==> src/rtl/instruction_fetch_pkg.sv <==
// Shared definitions for the instruction fetch stage: word width, fetch FSM
// state encodings and the NOP encoding used as the idle value of iin.
package instruction_fetch_pkg;

    localparam int          IF_INSTR_W = 16;
    localparam logic [15:0] IF_NOP     = 16'h0000;

    typedef enum logic [1:0] {
        FS_IDLE    = 2'd0,
        FS_REQ     = 2'd1,
        FS_DISCARD = 2'd2
    } fetch_state_t;

endpackage

==> src/rtl/instruction_fetch_fifo.sv <==
// Prefetch FIFO: DEPTH x WIDTH circular buffer with push/pop/flush.
// Exposes the head and the entry behind it so the consumer can present the
// next word in the same cycle as a pop. DEPTH must be a power of two.
module instruction_fetch_fifo #(
    parameter  int DEPTH = 2,
    parameter  int WIDTH = 16,
    localparam int PTR_W = (DEPTH > 1) ? $clog2(DEPTH) : 1,
    localparam int CNT_W = PTR_W + 1
) (
    input  logic             clk,
    input  logic             resetn,
    input  logic             i_push,
    input  logic             i_pop,
    input  logic             i_flush,
    input  logic [WIDTH-1:0] i_wdata,
    output logic [WIDTH-1:0] o_head,
    output logic [WIDTH-1:0] o_next,
    output logic             o_full,
    output logic             o_empty,
    output logic [CNT_W-1:0] o_count
);

    logic [WIDTH-1:0] r_mem [DEPTH];
    logic [PTR_W-1:0] r_rd_ptr;
    logic [PTR_W-1:0] r_wr_ptr;
    logic [CNT_W-1:0] r_count;
    logic             w_push;
    logic             w_pop;

    assign o_full  = (r_count == CNT_W'(DEPTH));
    assign o_empty = (r_count == '0);
    // A pop frees the slot in the same cycle, so push-while-full is legal with a pop.
    assign w_pop   = i_pop && !o_empty;
    assign w_push  = i_push && (!o_full || w_pop);

    // Storage write; contents need no reset since count gates visibility.
    always_ff @(posedge clk) begin
        if (w_push && !i_flush) begin
            r_mem[r_wr_ptr] <= i_wdata;
        end
    end

    // Pointer and occupancy update; flush wins over push/pop.
    always_ff @(posedge clk or negedge resetn) begin
        if (!resetn) begin
            r_rd_ptr <= '0;
            r_wr_ptr <= '0;
            r_count  <= '0;
        end else if (i_flush) begin
            r_rd_ptr <= '0;
            r_wr_ptr <= '0;
            r_count  <= '0;
        end else begin
            if (w_push) r_wr_ptr <= r_wr_ptr + PTR_W'(1);
            if (w_pop)  r_rd_ptr <= r_rd_ptr + PTR_W'(1);
            r_count <= r_count + CNT_W'(w_push) - CNT_W'(w_pop);
        end
    end

    assign o_head  = r_mem[r_rd_ptr];
    assign o_next  = r_mem[r_rd_ptr + PTR_W'(1)];
    assign o_count = r_count;

endmodule

==> src/rtl/instruction_fetch.sv <==
// Fetch stage: program counter, req/ack memory fetch FSM and the registered
// iin/iin_valid view of the prefetch FIFO head. A PC load flushes everything;
// a request already on the bus is allowed to finish and its word is dropped.
module instruction_fetch
    import instruction_fetch_pkg::*;
#(
    parameter  int                ADDR_W   = 8,
    parameter  int                INSTR_W  = IF_INSTR_W,
    parameter  int                DEPTH    = 2,
    parameter  logic [ADDR_W-1:0] RESET_PC = '0,
    localparam int                CNT_W    = ((DEPTH > 1) ? $clog2(DEPTH) : 1) + 1
) (
    input  logic               clk,
    input  logic               resetn,
    output logic               mem_req,
    output logic [ADDR_W-1:0]  mem_addr,
    input  logic               mem_ack,
    input  logic [INSTR_W-1:0] mem_rdata,
    output logic [INSTR_W-1:0] iin,
    output logic               iin_valid,
    input  logic               instr_done,
    input  logic               pc_load,
    input  logic [ADDR_W-1:0]  pc_load_addr
);

    fetch_state_t       r_state;
    logic [ADDR_W-1:0]  r_pc;
    logic [ADDR_W-1:0]  r_mem_addr;
    logic               r_mem_req;
    logic [INSTR_W-1:0] r_iin;
    logic               r_iin_valid;

    logic [ADDR_W-1:0]  w_pc_inc;
    logic               w_push;
    logic               w_pop;
    logic               w_room;
    logic               w_full;
    logic               w_empty;
    logic [CNT_W-1:0]   w_count;
    logic [INSTR_W-1:0] w_head;
    logic [INSTR_W-1:0] w_next;

    assign w_pc_inc = r_pc + ADDR_W'(1);

    // Only a live (non-discarded) request pushes; a jump drops the word and any retire.
    assign w_push = (r_state == FS_REQ) && mem_ack && !pc_load;
    assign w_pop  = instr_done && r_iin_valid && !pc_load;

    // Room for another request once this cycle's push and pop have landed.
    always_comb begin
        w_room = 1'b0;
        case ({w_push, w_pop})
            2'b11:   w_room = !w_full;
            2'b10:   w_room = (w_count < CNT_W'(DEPTH - 1));
            2'b01:   w_room = 1'b1;
            default: w_room = !w_full;
        endcase
    end

    instruction_fetch_fifo #(
        .DEPTH (DEPTH),
        .WIDTH (INSTR_W)
    ) u_fifo (
        .clk     (clk),
        .resetn  (resetn),
        .i_push  (w_push),
        .i_pop   (w_pop),
        .i_flush (pc_load),
        .i_wdata (mem_rdata),
        .o_head  (w_head),
        .o_next  (w_next),
        .o_full  (w_full),
        .o_empty (w_empty),
        .o_count (w_count)
    );

    // Fetch FSM with registered mem_req/mem_addr; mem_addr only moves when no request is held.
    always_ff @(posedge clk or negedge resetn) begin
        if (!resetn) begin
            r_state    <= FS_IDLE;
            r_pc       <= RESET_PC;
            r_mem_req  <= 1'b0;
            r_mem_addr <= RESET_PC;
        end else if (pc_load) begin
            r_pc <= pc_load_addr;
            if (r_state != FS_IDLE && !mem_ack) begin
                // Bus request still pending: keep it up and swallow its reply.
                r_state <= FS_DISCARD;
            end else begin
                r_state    <= FS_IDLE;
                r_mem_req  <= 1'b0;
                r_mem_addr <= pc_load_addr;
            end
        end else begin
            case (r_state)
                FS_IDLE: begin
                    r_mem_addr <= r_pc;
                    if (w_room) begin
                        r_state   <= FS_REQ;
                        r_mem_req <= 1'b1;
                    end
                end
                FS_REQ: begin
                    if (mem_ack) begin
                        r_pc       <= w_pc_inc;
                        r_mem_addr <= w_pc_inc;
                        if (!w_room) begin
                            r_state   <= FS_IDLE;
                            r_mem_req <= 1'b0;
                        end
                    end
                end
                FS_DISCARD: begin
                    if (mem_ack) begin
                        r_state    <= FS_IDLE;
                        r_mem_req  <= 1'b0;
                        r_mem_addr <= r_pc;
                    end
                end
                default: begin
                    r_state   <= FS_IDLE;
                    r_mem_req <= 1'b0;
                end
            endcase
        end
    end

    // Present the FIFO head; on a pop, show the following entry at once if it exists.
    always_ff @(posedge clk or negedge resetn) begin
        if (!resetn) begin
            r_iin       <= INSTR_W'(IF_NOP);
            r_iin_valid <= 1'b0;
        end else if (pc_load) begin
            r_iin_valid <= 1'b0;
        end else if (w_pop) begin
            if (w_count >= CNT_W'(2)) begin
                r_iin       <= w_next;
                r_iin_valid <= 1'b1;
            end else begin
                r_iin_valid <= 1'b0;
            end
        end else if (!r_iin_valid && !w_empty) begin
            r_iin       <= w_head;
            r_iin_valid <= 1'b1;
        end
    end

    assign mem_req   = r_mem_req;
    assign mem_addr  = r_mem_addr;
    assign iin       = r_iin;
    assign iin_valid = r_iin_valid;

endmodule

==> config.mk <==
export PLATFORM = sky130hd
export DESIGN_NAME = instruction_fetch
export DESIGN_NICKNAME = d
export VERILOG_FILES = /design/src/rtl/instruction_fetch_pkg.sv /design/src/rtl/instruction_fetch_fifo.sv /design/src/rtl/instruction_fetch.sv
export SDC_FILE = /design/constraint.sdc
export NUM_CORES = 1
export LEC_CHECK = 0
export CELL_PAD_IN_SITES_DETAIL_PLACEMENT = 0
export CELL_PAD_IN_SITES_GLOBAL_PLACEMENT = 2
export CORE_UTILIZATION = 30
export CTS_CLUSTER_SIZE = 14
export DETAILED_ROUTE_END_ITERATION = 10
export PLACE_DENSITY = 0.65
export SETUP_SLACK_MARGIN = 0.05
export SYNTH_ARGS = -nofsm -noshare
export SYNTH_HDL_FRONTEND = slang
export SYNTH_SLANG_ARGS = --single-unit
==> constraint.sdc <==
create_clock -name clk -period 3.25 [get_ports clk]
set_clock_uncertainty 0.05 [all_clocks]
set_input_delay 0.65 -clock clk [delete_from_list [all_inputs] [get_ports clk]]
set_output_delay 0.65 -clock clk [all_outputs]
set_load 0.01 [all_outputs]
==> flow_metrics.py, run 1 <==
metrics = {
    "timing": {
        "hold_ws_ns": 0.4220,
        "drv_slew": 0,
        "period_needed_ns": 2.651,
        "finalSetupTns_ns": 0,
        "worstMarginPinSlew_ns": 1.002,
        "setup_violations": 0,
        "fmax_ghz": 0.3772,
        "setup_ws_ns": 0.5990,
        "post-route-period-util_pct": 81.57,
        "hold_viol": 0,
        "rsz0062_at_grt": "false",
        "slew_headroom_pct": 33.20,
    },
    "critical_path": {
        "r2r_slack_ns": 0.84,
        "path_buf_inv": 1,
        "cp-start-kind": "input pin",
        "cp.arrival_ns": 2.83,
        "path_cells": "clkdlybuf4s50_1 > nor3b_1 > nand2_1 > ha_1 > mux2i_1 > o31a_1 > nand2_1 > a311o_1",
        "r2r_start": "r_state[0]$_DFFE_PN0P_",
        "reg2reg_to": "mem_req$_DFFE_PN0P_",
        "crit_path_max_incr_delay_ns": 0.52,
        "crit_type": "input pin to register",
        "cp_slowest_cell": "clkdlybuf4s50_1",
        "path_max_fanout": 3,
        "cp_top_family": "simple AND/OR/NAND/NOR gates",
        "cpMostUsedCell": "nand2_1",
        "r2r_cells": 7,
        "critPathRequiredTime_ns": 3.43,
        "cp-end-kind": "register",
    },
    "floorplan": {
        "fp.dieH_um": 107.8,
        "die_w_um": 107.8,
        "fp.coreArea_um2": 10890,
        "die_area_um2": 11620,
        "num_rows": 38,
        "ios": 55,
        "start_util_pct": 30.83,
    },
    "place": {
        "place_hpwl_um": 4462,
        "dp_worst_setup_slack_ns": 0.2534,
        "place.gp.congestion": 0.6916,
        "port_buffers": 54,
    },
    "routing": {
        "first_iter_violations": 41,
        "ant_nets": 0,
        "firstDrtPassIters": 4,
        "wl_per_cell_um": 15.11,
        "num_vias": 2023,
        "routed_wl_um": 6725,
        "drcViolationCount": 0,
        "via_per_inst": 4.546,
    },
    "clock_network": {
        "ctsHoldBuffers": 0,
        "path_clk_slew_ns": 0.09,
        "post_cts_resized": 0,
        "insertion_delay_ns": 0.34,
        "cts-buffers-inserted": 9,
        "cts.sinks": 72,
        "cts_max_level": 3,
        "cts.path.max_buffers": 2,
        "cts-root-buf": "clkbuf_8",
        "cts_tree": "yes",
        "cts_setup_buffers": 0,
    },
    "global_routing": {
        "grt_pass1_vias": 2058,
        "grt_pass1_wl_um": 10920,
        "antenna_found_initial": 0,
        "grt_max_degree": 41,
        "grt_use_total_pct": 12.72,
        "grt_overflow": 0,
    },
    "yosys": {
        "synth.avg_cell_area_um2": 14.10,
        "yosys_most_used_dff": "dfrtp_1",
        "yosys-top-cells-area": "dfrtp_1 (30%), edfxtp_1 (29%), mux2_4 (8.9%), mux2_2 (7.7%), xnor2_1 (2.6%)",
        "ys_seq_area_share_pct": 58.44,
        "synth_edf_count": 32,
        "ys_warn_count": 0,
        "synthesis.area_um2": 3357,
        "postSynthCellCount": 238,
        "synth-seq-cells": 72,
        "syn_nets": 272,
        "synth_cell_types": 47,
        "ys_async_sr_fraction_pct": 55.56,
        "synth_top_area_share_pct": 29.82,
        "yosys.area.top_type": "dfrtp_1",
    },
    "worst_hold_path": {
        "hold_class": "input pin to asynchronous set/reset pin",
    },
    "power": {
        "ir_worst_vdd_mv": 0.2656,
        "p_switching_w": 0.0007155,
        "pwr-share-clk_pct": 27.9,
        "p_seq_share_pct": 46.0,
        "swShare_pct": 27.25,
        "p_comb_share_pct": 26.1,
        "p_leak_nw": 1.668,
        "intPower_w": 0.001910,
        "finalPower_w": 0.002625,
        "powerDensity_nw_per_um2": 616.2,
    },
    "outcome": {
        "status": "completed",
    },
    "final_layout": {
        "fillers": 1049,
        "final_layout_size_suffix_gt1_share_pct": 23.93,
        "antenna_cells": 0,
        "fin_util_pct": 39.13,
        "nets": 334,
        "syn_to_final_growth_pct": 26.91,
    },
    "run": {
        "cap_viol_max_count": 0,
    },
}
[how the worst max path moves through the flow]
stage / start / to / slack, ns / cells after the start
after CTS: pc_load / mem_req$_DFFE_PN0P_ / 0.61 / 8
after detailed placement: pc_load / mem_req$_DFFE_PN0P_ / 0.25 / 8
after global placement: pc_load / mem_req$_DFFE_PN0P_ / 0.35 / 8
after floorplan: pc_load / u_fifo.r_mem[0][0]$_DFFE_PP_ / 0.62 / 5
final: pc_load / mem_req$_DFFE_PN0P_ / 0.60 / 8
after global routing: pc_load / mem_req$_DFFE_PN0P_ / 0.45 / 8
[cell families (layout without fill, tap and decap cells)]
family | count (synthesis) | count (layout) | synth area share (%)
DFF | 72 | 72 | 58.44
and+or+nand+nor | 48 | 48 | 7.865
muxes | 47 | 47 | 17.85
AOI/OAI and AO/OA | 37 | 37 | 7.343
buffers and inverters | 15 | 82 | 2.423
xor gates and xnor gates | 14 | 14 | 4.212
adders and majority gates | 5 | 5 | 1.864
[per-layer routing]
| layer | vias to the layer above | GRT usage [%] | routed length [µm] |
|---|---|---|---|
| li1 | 992 | - | - |
| met3 | 4 | 3.027 | 206 |
| met1 | 994 | 17.36 | 3286 |
| met2 | 33 | 19.51 | 3175 |
| met4 | 0 | 4.697 | 56 |
| met5 | - | 0 | 0 |
[synthesized netlist by cell type (2+ instances only)]
master	number
nor3_1	4
o21ai_0	11
nand3_1	4
buf_2	3
o22a_1	4
a2bb2oi_1	2
buf_6	2
nand2_1	9
xor2_1	3
a21oi_1	8
o211ai_1	4
nor2b_1	4
inv_1	5
edfxtp_1	32
nor2_1	10
mux2_2	23
mux2_4	20
or3_1	2
nand2b_1	3
mux2i_1	4
dfrtp_1	40
clkbuf_1	2
xnor2_1	10
nand3b_1	2
ha_1	5
[per-stage QoR]
| step | area, µm² | cells |
|---|---|---|
| floorplan | 3357 | 238 |
| finish | 4260 | 445 |
| global route | 4260 | 445 |
| detailed placement | 4059 | 429 |
| CTS | 4260 | 445 |
| global placement | 4059 | 429 |
[flip-flops by register name, indices dropped and copies added (netlist names)]
| name | flops |
|---|---|
| u_fifo.r_rd_ptr | 1 |
| iin_valid | 1 |
| mem_req | 1 |
| r_state | 2 |
| u_fifo.r_wr_ptr | 1 |
| u_fifo.o_count | 2 |
| r_pc | 8 |
| u_fifo.r_mem | 32 |
| iin | 16 |
| mem_addr | 8 |
[power by group through the flow]
stage	Sequential, W	Clock [W]	Combinational (W)
after CTS	0.00121	0.000763	0.000698
after detailed placement	0.00123	0	0.000694
after global placement	0.00123	0	0.000687
after floorplan	0.00127	0	0.000285
final	0.00121	0.000732	0.000686
after global routing	0.00123	0.000800	0.000740
[placed cells by master (no fill, tap or decap), types with 2 or more instances in the layout]
cell / netlist / routed
nor2b_1: 4 / 3
mux2i_1: 4 / 4
xnor2_1: 10 / 10
dfrtp_1: 40 / 40
ha_1: 5 / 5
nor2_1: 10 / 10
or3_1: 2 / 2
nand3b_1: 2 / 2
o22a_1: 4 / 4
a21oi_1: 8 / 8
edfxtp_1: 32 / 32
nand2_1: 9 / 9
nand3_1: 4 / 4
a2bb2oi_1: 2 / 2
clkbuf_8: 0 / 9
mux2_4: 20 / 20
nor3_1: 4 / 4
xor2_1: 3 / 3
inv_1: 5 / 5
nand2b_1: 3 / 3
o21ai_0: 11 / 11
inv_6: 0 / 3
mux2_2: 23 / 23
buf_4: 1 / 6
o211ai_1: 4 / 4
clkdlybuf4s50_1: 0 / 53
[layout make-up]
type                    count  area [µm²]  share of cell area, %
multi-input cells         151        1316                  30.90
clock inverters             7       77.57                  1.821
inverters                   6       25.02                 0.5874
clock buffers               9       123.9                  2.907
flip-flops and latches     72        1962                  46.05
well taps                 140       175.2                  4.112
repair buffers             60       580.6                  13.63
(Power assumes the default switching activity.)
==> inputs of run 2 (changes only) <==
clock period = 2.7 ns   (was 3.25 ns; I/O delays follow)
==> flow_metrics.py, run 2 (synthesis results as in run 1) <==
metrics = {
    "outcome": {
        "status": "completed",
    },
    "place": {
        "place_hpwl_um": 4688,
        "port_buffers": 54,
        "place_area_um2": 4169,
        "place.gp.congestion": 0.7039,
    },
    "final_layout": {
        "syn_to_final_growth_pct": 31.46,
        "largest_reg_flops": 32,
        "final_cell_mix": "clkdlybuf4s50_1 (53), dfrtp_1 (40), edfxtp_1 (32)",
        "layout_commonest_cell": "clkdlybuf4s50_1",
        "final_layout_size_suffix_gt1_share_pct": 25.56,
        "top_register": "u_fifo.r_mem",
        "nets": 342,
        "antenna_cells": 0,
        "final_area_um2": 4413,
        "fin_util_pct": 40.53,
    },
    "critical_path": {
        "cp-start-kind": "input pin",
        "critPathRequiredTime_ns": 2.88,
        "cp_slowest_cell": "clkdlybuf4s50_1",
        "crit_type": "input pin to register",
        "cp.arrival_ns": 2.49,
        "crit_path_max_incr_delay_ns": 0.42,
        "r2r_cells": 7,
        "cpMostUsedCell": "nand2_1",
        "path_max_fanout": 3,
        "path_cells": "clkdlybuf4s50_1 > nor3b_1 > nand2_1 > ha_1 > mux2i_1 > o31a_1 > nand2_1 > a311o_1",
        "r2r_slack_ns": 0.47,
        "cp-end-kind": "register",
    },
    "routing": {
        "met3_length_um": 216,
        "met1_length_um": 3312,
        "num_vias": 2086,
        "dr_wl_met2_um": 3258,
        "top_layer": "met4",
        "drcViolationCount": 0,
        "ant_nets": 0,
        "first_iter_violations": 56,
        "routed_wl_um": 6862,
        "firstDrtPassIters": 4,
        "via_per_inst": 4.605,
        "wl_per_cell_um": 15.15,
    },
    "clock_network": {
        "cts_max_level": 3,
        "cts-buffers-inserted": 9,
        "path_clk_slew_ns": 0.08,
        "cts-root-buf": "clkbuf_8",
        "insertion_delay_ns": 0.34,
        "cts.path.max_buffers": 2,
        "post_cts_resized": 0,
        "cts_tree": "yes",
        "cts.sinks": 72,
        "cts_setup_buffers": 0,
        "ctsHoldBuffers": 0,
    },
    "timing": {
        "period_needed_ns": 2.312,
        "hold_viol": 0,
        "finalSetupTns_ns": 0,
        "setup_violations": 0,
        "rsz0062_at_grt": "false",
        "fmax_ghz": 0.4326,
        "post-route-period-util_pct": 85.62,
        "worstMarginPinSlew_ns": 0.6558,
        "drv_slew": 0,
        "slew_headroom_pct": 56.28,
    },
    "floorplan": {
        "die_w_um": 107.8,
        "fp.coreArea_um2": 10890,
        "start_util_pct": 30.83,
        "num_rows": 38,
        "ios": 55,
        "die_area_um2": 11620,
        "fp.dieH_um": 107.8,
    },
    "power": {
        "ir_worst_vdd_mv": 0.3074,
        "powerDensity_nw_per_um2": 760.0,
        "p_leak_nw": 1.742,
        "finalPower_w": 0.003354,
    },
    "run": {
        "cap_viol_max_count": 0,
    },
    "global_routing": {
        "grt_overflow": 0,
        "antenna_found_initial": 0,
        "grt_max_degree": 34,
        "grt_use_total_pct": 13.03,
        "grt_pass1_wl_um": 11320,
        "grt_pass1_vias": 2186,
    },
    "worst_hold_path": {
        "hold_class": "input pin to asynchronous set/reset pin",
    },
}
==> run 2: cell count changes in the layout (fill, tap and decap cells not counted), sizes merged <==
| cell | delta |
|---|---|
| buf | +8 |
| bufinv | +2 |
| inv | -2 |
| clkbuf | +1 |
| clkinvlp | -1 |
==> run 2: metrics by stage <==
stage	hold WS [ns]	setup slack [ns]	instances
finish	0.1660	0.3882	453
global route	0.2073	0.2217	453
CTS	0.1856	0.4020	453
detailed placement	0.4434	0.03803	437
global placement	0.4437	0.1090	437
floorplan	0.1944	0.1756	238
==> run 2: worst max-delay path, delay by kind of cell <==
family | cells | cell delay [ns]
muxes | 1 | 0.19
adders and majority gates | 1 | 0.35
AOI/OAI and AO/OA | 2 | 0.52
and+or+nand+nor | 3 | 0.48
buffers and inverters | 1 | 0.42
==> run 2: final timing paths <==
kind                                           endpoint                   start
min in group clk                    iin[11]$_DFFE_PN0P_     iin[11]$_DFFE_PN0P_
worst max-delay path                mem_req$_DFFE_PN0P_                 pc_load
worst min register to register      iin[11]$_DFFE_PN0P_     iin[11]$_DFFE_PN0P_
worst min-delay path            mem_addr[5]$_DFFE_PN0P_                  resetn
worst max register to register      mem_req$_DFFE_PN0P_  r_state[1]$_DFFE_PN0P_
max in group asynchronous           r_pc[6]$_DFFE_PN0P_                  resetn
==> run 2: per-layer routing <==
metal | vias to the layer above | GRT usage (%)
met1 | 1039 | 17.77
li1 | 1011 | -
met5 | - | 0
met4 | 0 | 4.110
met2 | 30 | 20.42
met3 | 6 | 2.966
==> run 2: power by group <==
| group | switching (W) | internal, W |
|---|---|---|
| Sequential | 0.000119 | 0.00133 |
| Combinational | 0.000300 | 0.000548 |
| Clock | 0.000436 | 0.000621 |
| Total | 0.000855 | 0.00250 |
==> run 2: layout make-up <==
cell class	instances	area, µm²
multi-input cells	151	1316
clock buffers	10	127.6
fillers	1024	6475
clock inverters	6	116.4
repair buffers	68	690.7
flip-flops and latches	72	1962
inverters	6	25.02
well taps	140	175.2
==> edit: new RTL, settings of run 2 <==
Reset style: synchronous (`resetn`), changed in 3 clocked blocks.
--- a/src/rtl/instruction_fetch_fifo.sv
+++ b/src/rtl/instruction_fetch_fifo.sv
@@ -41,7 +41,7 @@
     end
 
     // Pointer and occupancy update; flush wins over push/pop.
-    always_ff @(posedge clk or negedge resetn) begin
+    always_ff @(posedge clk) begin
         if (!resetn) begin
             r_rd_ptr <= '0;
             r_wr_ptr <= '0;
--- a/src/rtl/instruction_fetch.sv
+++ b/src/rtl/instruction_fetch.sv
@@ -75,7 +75,7 @@
     );
 
     // Fetch FSM with registered mem_req/mem_addr; mem_addr only moves when no request is held.
-    always_ff @(posedge clk or negedge resetn) begin
+    always_ff @(posedge clk) begin
         if (!resetn) begin
             r_state    <= FS_IDLE;
             r_pc       <= RESET_PC;
@@ -126,7 +126,7 @@
     end
 
     // Present the FIFO head; on a pop, show the following entry at once if it exists.
-    always_ff @(posedge clk or negedge resetn) begin
+    always_ff @(posedge clk) begin
         if (!resetn) begin
             r_iin       <= INSTR_W'(IF_NOP);
             r_iin_valid <= 1'b0;
Check against the original RTL: differs if resetn is asserted again (counterexample within 4 cycles, from zero or initial values and one cycle with resetn low); with resetn held inactive, the same outputs for 4 cycles.
==> edit against run 2 <==
  * Sequential cell count increased by 1
  * Worst setup slack got worse by 110 ps
  * Area after synthesis shrank 6.9%
  * Register-to-register slack improved by 280 ps
  * Final area decreased by 6.3%
  * Wire length up 5.5%
  * Critical path type unchanged
Power is not compared: it rests on default switching activity, and its combinational part moved more than twofold at a synthesized area within 25%.
==> edit: results (changes against run 2) <==
Clocking
  • CTS clk-pin slew, worst paths: 80 ps (about the same)
  • Clk_lat worst skew: 340 ps (about the same)
  • Deepest clock path buffer count: 2 (unchanged)
  • Total CTS buffers: 9 (unchanged)
  • Root buffer cell: clkbuf_8
  • Post CTS Setup Buffer Count: 0 (unchanged)
  • CTS H-tree depth: 3 (unchanged)

Power
  • Sw Share: 0.2436
  • Leakage: 1.434 nW

Hold path
  • Hold endpoint: mem_addr[5]
  • Worst Hold Launch: mem_addr[5]
  • HP Class: reg2reg

Logic synthesis
  • Synthesized net count: 318 (+17%)
  • Synth Area in XOR/XNOR: 0.03363 (-0.008490)
  • Post-synthesis compound-gate area fraction: 0.1489 (+0.07549)
  • Post-synth EDFFs: 32 (unchanged)
  • Post-synthesis mux area share: 0.07526 (-0.1033)
  • Seq/Total Area, Yosys: 0.5701 (-0.01436)
  • Commonest cells post-synth: 41 x dfxtp_1, 32 x edfxtp_1, 30 x a21oi_1, 27 x o21ai_0, 19 x mux2i_1
  • Post-Synth Adder-Cell Area: 0.02002 (+0.001380)
  • Syn Area/Cell: 11.01 um^2 (-22%)
  • Top post-synthesis cells by area: edfxtp_1 31%, dfxtp_1 26%, mux2i_1 6.1%
  • Post-synth ARST share: 0 (-0.5556)
  • Cell variety after synth: 46 (-2.1%)

Place
  • Post-Place Cells: 476 (+8.9%)
  • DP Wirelength: 4.808 mm (+2.6%)
  • Placer congestion estimate: 0.7304 (+3.8%)
  • Placed Area: 0.003943 mm^2 (-5.4%)
  • Setup slack at placement: -54.75 ps (-92.78 ps)
  • Number of port buffers: 54 (unchanged)

Routing
  • Vias per cell: 4.703 (+2.1%)
  • Wire length per cell: 14.71 um (-2.9%)
  • Initial detailed-routing violation count: 75 (+34%)
  • Detailed Routing Iterations Pass 1: 4 (unchanged)

Finish
  • Layout cells sized above 1: 0.1226 (-0.1330)
  • Largest Register: u_fifo.r_mem
  • N_diodes: 0 (unchanged)
  • Non-filler instance count after layout: 492 (+8.6%)
  • Fill cells: 954 (-6.8%)
  • Final #Nets: 388 (+13%)

Critical path
  • Crit Reg-Reg Startpoint: r_state[1]
  • Worst path max stage delay: 520 ps (+100 ps)
  • Crit Reg-Reg Endpoint: mem_req
  • Critical Path AT: 2630 ps (+140 ps)
  • Reg2Reg Depth: 6 (-1)
  • FF-to-FF setup slack: 750 ps (+280 ps)
  • CP Max Fanout: 4 (+1)
  • Kind of cell adding the most delay to the critical path: simple AND/OR/NAND/NOR gates

Global route
  • Initial antenna violation count: 0 (unchanged)
  • Largest net degree at the start of global routing: 33 (-2.9%)
  • Total track usage: 0.1436 (+0.01337)
  • Vias in the first global route: 2371 (+8.5%)
  • Global-route wire length before repair: 12.11 mm (+7.0%)

STA
  • Fmax: 413.0 MHz (-4.5%)
  • Worst rel slew slack: 0.6266 (+0.06382)
  • Fin Hold WS: 422.6 ps (+256.6 ps)

Outcome
  • Status: finished clean
-- edit: cell types whose count changed after synthesis, sizes merged, moves of 5 or more --
| cell | before | now |
|---|---|---|
| nand2 | 10 | 15 |
| mux2 | 43 | 2 |
| o21ai | 11 | 27 |
| dfrtp | 40 | 0 |
| mux2i | 4 | 20 |
| clkbuf | 2 | 12 |
| dfxtp | 0 | 41 |
| a21oi | 8 | 30 |
-- edit: area by class of cell --
type | count | area [um^2] | area share
inverter | 8 | 37.54 | 0.009080
timing repair buffer | 74 | 728.2 | 0.1762
sequential | 73 | 1782 | 0.4310
tap | 133 | 166.4 | 0.04025
clock buffer | 11 | 152.6 | 0.03692
multi-input combinational | 188 | 1229 | 0.2972
clock inverter | 5 | 38.79 | 0.009383
-- edit: per-layer routing --
| layer | track usage | part of all wire | wire length [um] |
|---|---|---|---|
| met2 | 0.2238 | 0.46 | 3352 |
| met1 | 0.1911 | 0.50 | 3587 |
| met4 | 0.03673 | 0.0054 | 39 |
| met5 | 0 | 0 | 0 |
| met3 | 0.04699 | 0.036 | 258 |
-- edit: power groups by stage --
stage | Sequential [mW] | Combinational [mW] | Clock, mW
floorplan | 1.23 | 0.0916 | 0
global placement | 1.23 | 0.208 | 0
detailed placement | 1.23 | 0.207 | 0
CTS | 1.20 | 0.208 | 0.864
global route | 1.21 | 0.227 | 0.914
finish | 1.20 | 0.205 | 0.822
-- edit: worst max-delay path by stage --
stage                        from                  to  cells after the start
after global routing      pc_load             mem_req                      7
after CTS                 pc_load             mem_req                      7
after floorplan           pc_load  u_fifo.r_mem[0][0]                      6
after detailed placement  pc_load             mem_req                      7
after global placement    pc_load             mem_req                      8
final                     pc_load             mem_req                      7
